$ cat src/rtl/alu_share_ctrl.sv
// alu_share_ctrl: time-shares one external combinational ALU between two requesters.
//
// A round-robin arbiter picks one pending requester while idle and latches its opcode
// and operands into holding registers. Those registers drive the ALU for a single execute
// cycle, and the result is captured into a response register. The response is held
// until the consumer accepts it. Only one transaction is in flight at a time.
//
// Ports:
//   clk, reset                    clock; synchronous active-high reset
//   reqN_valid / reqN_ready       request handshake for requester N (N = 0, 1)
//   reqN_op, reqN_a, reqN_b       opcode and operands of requester N
//   alu_op, alu_a, alu_b          registered opcode/operands driven to the shared ALU
//   alu_res                       combinational result returned by the ALU
//   rsp_valid / rsp_ready         response handshake
//   rsp_id                        requester that owns the response
//   rsp_data, rsp_zero            captured result and its zero flag
//   busy                          high while a transaction is in flight
module alu_share_ctrl #(
  parameter int unsigned WIDTH = 32,
  parameter int unsigned OPW   = 3
) (
  input  logic             clk,
  input  logic             reset,
  input  logic             req0_valid,
  output logic             req0_ready,
  input  logic [OPW-1:0]   req0_op,
  input  logic [WIDTH-1:0] req0_a,
  input  logic [WIDTH-1:0] req0_b,
  input  logic             req1_valid,
  output logic             req1_ready,
  input  logic [OPW-1:0]   req1_op,
  input  logic [WIDTH-1:0] req1_a,
  input  logic [WIDTH-1:0] req1_b,
  output logic [OPW-1:0]   alu_op,
  output logic [WIDTH-1:0] alu_a,
  output logic [WIDTH-1:0] alu_b,
  input  logic [WIDTH-1:0] alu_res,
  output logic             rsp_valid,
  input  logic             rsp_ready,
  output logic             rsp_id,
  output logic [WIDTH-1:0] rsp_data,
  output logic             rsp_zero,
  output logic             busy
);

  typedef enum logic [1:0] {
    StIdle,
    StExec,
    StResp
  } state_e;

  state_e           state_q, state_d;
  logic             last_grant_q, last_grant_d;
  logic [OPW-1:0]   op_q, op_d;
  logic [WIDTH-1:0] a_q, a_d;
  logic [WIDTH-1:0] b_q, b_d;
  logic             id_q, id_d;
  logic             rsp_valid_q, rsp_valid_d;
  logic             rsp_id_q, rsp_id_d;
  logic [WIDTH-1:0] rsp_data_q, rsp_data_d;
  logic             rsp_zero_q, rsp_zero_d;

  logic             grant_id;
  logic             accept;

  // Arbitration: a lone requester always wins; under contention the requester that
  // did not win last time is chosen, which yields strict alternation.
  always_comb begin
    grant_id = 1'b0;
    if (req0_valid && req1_valid) begin
      grant_id = ~last_grant_q;
    end else if (req1_valid) begin
      grant_id = 1'b1;
    end
  end

  always_comb begin
    req0_ready = (state_q == StIdle) && req0_valid && !grant_id;
    req1_ready = (state_q == StIdle) && req1_valid && grant_id;
    accept     = req0_ready || req1_ready;
  end

  always_comb begin
    state_d      = state_q;
    last_grant_d = last_grant_q;
    op_d         = op_q;
    a_d          = a_q;
    b_d          = b_q;
    id_d         = id_q;
    rsp_valid_d  = rsp_valid_q;
    rsp_id_d     = rsp_id_q;
    rsp_data_d   = rsp_data_q;
    rsp_zero_d   = rsp_zero_q;

    unique case (state_q)
      StIdle: begin
        if (accept) begin
          op_d         = grant_id ? req1_op : req0_op;
          a_d          = grant_id ? req1_a  : req0_a;
          b_d          = grant_id ? req1_b  : req0_b;
          id_d         = grant_id;
          last_grant_d = grant_id;
          state_d      = StExec;
        end
      end
      StExec: begin
        // Holding registers have been stable at the ALU inputs for a full cycle.
        rsp_data_d  = alu_res;
        rsp_zero_d  = (alu_res == '0);
        rsp_id_d    = id_q;
        rsp_valid_d = 1'b1;
        state_d     = StResp;
      end
      StResp: begin
        if (rsp_ready) begin
          rsp_valid_d = 1'b0;
          state_d     = StIdle;
        end
      end
      default: begin
        state_d = StIdle;
      end
    endcase
  end

  always_ff @(posedge clk) begin
    if (reset) begin
      state_q      <= StIdle;
      last_grant_q <= 1'b1;
      op_q         <= '0;
      a_q          <= '0;
      b_q          <= '0;
      id_q         <= 1'b0;
      rsp_valid_q  <= 1'b0;
      rsp_id_q     <= 1'b0;
      rsp_data_q   <= '0;
      rsp_zero_q   <= 1'b1;
    end else begin
      state_q      <= state_d;
      last_grant_q <= last_grant_d;
      op_q         <= op_d;
      a_q          <= a_d;
      b_q          <= b_d;
      id_q         <= id_d;
      rsp_valid_q  <= rsp_valid_d;
      rsp_id_q     <= rsp_id_d;
      rsp_data_q   <= rsp_data_d;
      rsp_zero_q   <= rsp_zero_d;
    end
  end

  assign alu_op    = op_q;
  assign alu_a     = a_q;
  assign alu_b     = b_q;
  assign rsp_valid = rsp_valid_q;
  assign rsp_id    = rsp_id_q;
  assign rsp_data  = rsp_data_q;
  assign rsp_zero  = rsp_zero_q;
  assign busy      = (state_q != StIdle);

endmodule

$ cat config.mk
export PLATFORM = sky130hd
export DESIGN_NAME = alu_share_ctrl
export DESIGN_NICKNAME = d
export VERILOG_FILES = /design/src/rtl/alu_share_ctrl.sv
export SDC_FILE = /design/constraint.sdc
export NUM_CORES = 1
export LEC_CHECK = 0
export CORE_MARGIN = 8
export CORE_UTILIZATION = 38
export CTS_CLUSTER_SIZE = 24
export DETAILED_ROUTE_END_ITERATION = 7
export PLACE_DENSITY = 0.82
export SLEW_MARGIN = 20
export SYNTH_ARGS = -nofsm -noshare
export SYNTH_HDL_FRONTEND = slang
export SYNTH_SLANG_ARGS = --single-unit
$ cat constraint.sdc
create_clock -name clk -period 1.8 [get_ports clk]
set_input_delay 0.18 -clock clk [delete_from_list [all_inputs] [get_ports clk]]
set_output_delay 0.18 -clock clk [all_outputs]
set_load 0.03 [all_outputs]
After elaboration in Yosys (flattened, before gate mapping)
Cells that the tools add are included.
{ "totals": {"wordCells": 39, "latchBits": 0, "regBits": 106, "memories": 0, "ramBits": 0, "mem_bits_ro": 0} }
{ "op_classes": {"reduce_logical": 14, "n_lt_le_gt_ge": 0, "n_bitwise": 1, "div": 0, "n_eq_ne": 4, "shift": 0, "mul": 0, "muxes": 10, "addsub": 0} }
{ "ops": {"columns": ["op", "count"], "rows": [
  ["$mux 32", 2],
  ["$logic_not 32->1", 1],
  ["$pmux 2 s3", 1],
  ["$reduce_and 2->1", 3],
  ["$logic_and 1x1->1", 5],
  ["$mux 2", 2],
  ["$ne 2x2->1 const B", 2],
  ["$reduce_bool 2->1", 2],
  ["$mux 1", 3],
  ["$mux 3", 1],
  ["$eq 2x1->1 const B", 1],
  ["$eq 2x2->1 const B", 1],
  ["$logic_not 2->1", 1],
  ["$pmux 1 s2", 1],
  ["$logic_not 1->1", 1],
  ["$logic_or 1x1->1", 1],
  ["$not 1->1", 1]
]} }

Longest topological paths before layout
{ "depth": {"word_depth": 7, "depth_mapped": 7, "ltp_nobuf": 3} }

Least setup slack after synthesis
OpenSTA, ideal clock, no wires.
{ "synth_path": {"path_type": "reg-to-output", "from": "register state_q[1]", "to": "output port req0_ready", "path_slack_ps": 386, "required_ps": 1620, "path_stages_with_launch": 3, "arrival_ps": 1234, "n_path_buf": 0, "cell_sequence": "dfxtp_1 -> or3b_2 -> nor2_1"} }
{ "synth_between": {"elab_chain_len": 3} }
{ "synth_lines": {"columns": ["element", "line_no", "text"], "rows": [
  ["start: declaration", "52", "state_e state_q, state_d;"],
  ["start signal: assignment", "128", "state_q <= StIdle;"],
  ["start signal: assignment", "139", "state_q <= state_d;"],
  ["$logic_not 2->1", "78", "req0_ready = (state_q == StIdle) && req0_valid && !grant_id;"],
  ["$logic_and 1x1->1 (2 in a row)", "78", null],
  ["end: declaration", "25", "output logic req0_ready,"]
]} }
No other way between the ends.

Final worst setup path
Same ends and word-level chain as after synthesis.

==> metrics.md <==
| Metric | Value |
|---|---|
| DRT Pass-1 Iters | `4` |
| First-pass GRT wire length | `25800 um` |
| R2R Path Start | `state_q[1]$_SDFFE_PP0P_` |
| Core area | `11900 um^2` |
| Startpoint types | `register` |
| Top cell type's share of synthesized area | `46.3%` |
| Synthesized area per cell | `9.38 um^2` |
| Max-slew violations | `0` |
| Cell row count | `40` |
| Later-pin clock latency in the skew report | `0.34 ns` |
| DR vias | `4682` |
| Share of the yosys chip area belonging to registers | `46.3%` |
| Warnings from Yosys | `0` |
| Wirelength per Cell | `18.4 um` |
| CP peak stage delay | `0.53 ns` |
| Largest net degree at the start of global routing | `68` |
| GP Congestion | `0.842` |
| Input/output buffers | `275` |
| Reg-to-reg endpoint | `rsp_data[21]$_SDFFE_PP0P_` |
| Top delay family on crit path | `simple AND/OR/NAND/NOR gates` |
| Crit path depth | `3` |
| Type of the worst setup path | `reg -> out` |
| RSZ-0062 raised after global routing | `false` |
| Hold Path Sink | `id_q$_SDFFE_PP0P_` |
| Layout cells sized above 1 | `9.40%` |
| Relative slew slack | `70.4%` |
| Worst EP required | `1.62 ns` |
| Status | `finished clean` |
| Design area | `7840 um^2` |
| Clk buf depth | `2` |
| Starting DRT DRC Count | `280` |
| Finish-stage setup viols | `0` |
| Layout Nets | `921` |
| Post-CTS Hold Fix Bufs | `0` |
| Leakage | `0.00285 uW` |
| CP Capture Type | `output port` |
| Vias in the first global route | `4982` |
| Dominant cell type by area after synthesis | `dfxtp_1` |
| Drt total wl | `16600 um` |
| Syn Nets | `660` |
| Initial Util | `38.5%` |
| Diodes inserted | `0` |
| Post_cts resized | `1` |
| Min-delay src | `reset` |
| Seq cells post-synth | `106` |
| Final hold viol count | `0` |
| Syn Inst Count | `489` |
| Max Cap Violations | `0` |
| Top post-synthesis cells by area | `dfxtp_1 (46%), mux2i_1 (15%), a21oi_1 (11%)` |
| Cells along the critical path | `or3b_2, nor2_1, buf_4` |
| Actual slew at the worst max-slew pin | `0.445 ns` |
| Die X | `126 um` |
| Vias per cell | `5.19` |
| TritonCTS Sinks | `106` |
| Max Clock Freq | `0.587 GHz` |
| Critical path peak fanout | `6` |
| Clk slew on worst S/H paths | `0.07 ns` |
| DIE AREA | `15800 um^2` |
| H-tree Lvls | `3` |
| Final min period | `1.70 ns` |
| Antenna Violating Nets Remaining | `0` |
| CP bufs+invs | `1` |
| CTS tree | `done` |
| Total grt overflow | `0` |
| P&R area growth vs syn | `70.8%` |
| Reg2Reg Depth | `4` |
| Instance area at placement | `7560 um^2` |
| Hold path depth | `2` |
| CP max-delay cell | `or3b_2` |
| Dpl hpwl | `13000 um` |
| Hold Path Class | `in -> reg` |
| Overall Global Routing Usage | `19.9%` |
| Die height | `126 um` |
| Worst Skew | `0.0107 ns` |
| Power Dens Cells | `878 nW/um^2` |
| Post-CTS setup buffers | `0` |
| Synth unique cells | `28` |
| R2R Setup Slk | `0.36 ns` |
| Setup WS post-layout | `0.0963 ns` |
| Worst path arrival time | `1.52 ns` |
| Ports | `276` |
| CTS Root Cell | `clkbuf_16` |
| Mapped cell area | `4590 um^2` |
| # DRC | `0` |
| Initial antenna violation count | `0` |
| Max VDD drop | `701 uV` |
| Tcrit/Tclk final | `94.7%` |
| DP Worst Slack | `-0.0449 ns` |
| CTS Buf Count | `9` |
-- final cells by class --
class,count,area (um^2)
Clock inverter,6,43.8
Clock buffer,10,229
Multi-Input combinational cell,331,2240
Fill cell,937,4080
Tap cell,147,184
Timing Repair Buffer,301,3010
Sequential cell,106,2120
Inverter,1,3.75
-- placed cells by master, fill, tap and decap left out, types with 2 or more instances in the layout --
cell,synthesis,final
buf_4,4,23
clkdlybuf4s50_1,0,271
nand4_1,2,2
or3b_2,2,2
nor2_1,3,3
nor4_1,8,8
mux2i_1,67,67
dfxtp_1,106,106
a211oi_1,47,47
clkbuf_16,0,9
a211oi_2,20,20
nand2_1,66,66
a21oi_1,102,102
buf_12,0,6
nor2b_1,3,2
clkinvlp_4,0,4
-- power by group --
group / total, uW / internal [uW] / switching [uW]
Combinational: 2350 / 1110 / 1240
Clock: 1790 / 939 / 855
Sequential: 2740 / 2600 / 141
-- cells by family (layout without fill, tap and decap cells) --
kind of cell           count (synthesis)  in the layout  synth area share [%]
and+or+nand+nor                       90             90                  8.65
buffers and inverters                 52            318                  5.40
AOI/OAI and AO/OA                    174            174                  25.1
muxes                                 67             67                  14.6
DFF                                  106            106                  46.3
-- cell usage after synthesis --
cell type / count
a221o_1: 1
inv_1: 1
dfxtp_1: 106
o31ai_1: 1
nor4_1: 8
clkbuf_1: 31
or2_1: 1
a211oi_1: 47
nand4_1: 2
clkbuf_2: 1
buf_2: 11
o21ai_0: 1
a21oi_1: 102
a22oi_1: 1
nand3b_1: 1
or3b_2: 2
mux2i_1: 67
nor2_1: 3
and2_1: 2
buf_1: 1
buf_4: 4
nand2b_1: 1
nor2b_1: 3
nand2_1: 66
nor2_2: 1
buf_6: 3
a211oi_2: 20
a21boi_0: 1
-- registers in the layout, summed over array words and instances (netlist names) --
register      count
rsp_valid         1
alu_b            32
alu_a            32
state_q           2
rsp_data         32
last_grant_q      1
id_q              1
alu_op            3
rsp_zero          1
rsp_id            1
-- through the flow --
step / total power [uW] / hold WS (ns) / setup TNS, ns / cells / utilization (%)
global placement: 5090 / 0.442 / 0 / 886 / 63.5
detailed placement: 5150 / 0.446 / -0.0630 / 886 / 63.5
floorplan: 4010 / 0.316 / 0 / 489 / -
CTS: 6950 / 0.287 / 0 / 902 / 65.8
global route: 7200 / 0.311 / 0 / 902 / 65.8
finish: 6880 / 0.291 / 0 / 902 / 65.8
-- worst register-to-register path, stage by stage, from the launching register on --
cell and delay, ns:
dfxtp_1 0.47, nand2b_1 0.36, buf_4 0.29, nand2_1 0.07, a21oi_1 0.16
-- how the worst max path moves through the flow --
stage,startpoint,to,slack [ns]
2_1_floorplan,state_q[1]$_SDFFE_PP0P_,req0_ready,0.39
3_3_place_gp,req1_valid,alu_a[8]$_SDFFE_PP0P_,0.06
3_5_place_dp,req0_valid,alu_a[31]$_SDFFE_PP0P_,-0.04
4_1_cts,state_q[1]$_SDFFE_PP0P_,req0_ready,0.08
5_1_grt,state_q[1]$_SDFFE_PP0P_,req0_ready,0.03
6_report,state_q[1]$_SDFFE_PP0P_,req0_ready,0.1
-- metal layers --
layer / GRT usage, % / up-vias / part of all wire, %
li1: - / 2296 / -
met1: 20.7 / 2151 / 39
met2: 35.6 / 208 / 50
met3: 7.34 / 27 / 8.5
met5: 0 / - / 0
met4: 7.57 / 0 / 2.5
(Power assumes the default switching activity.)
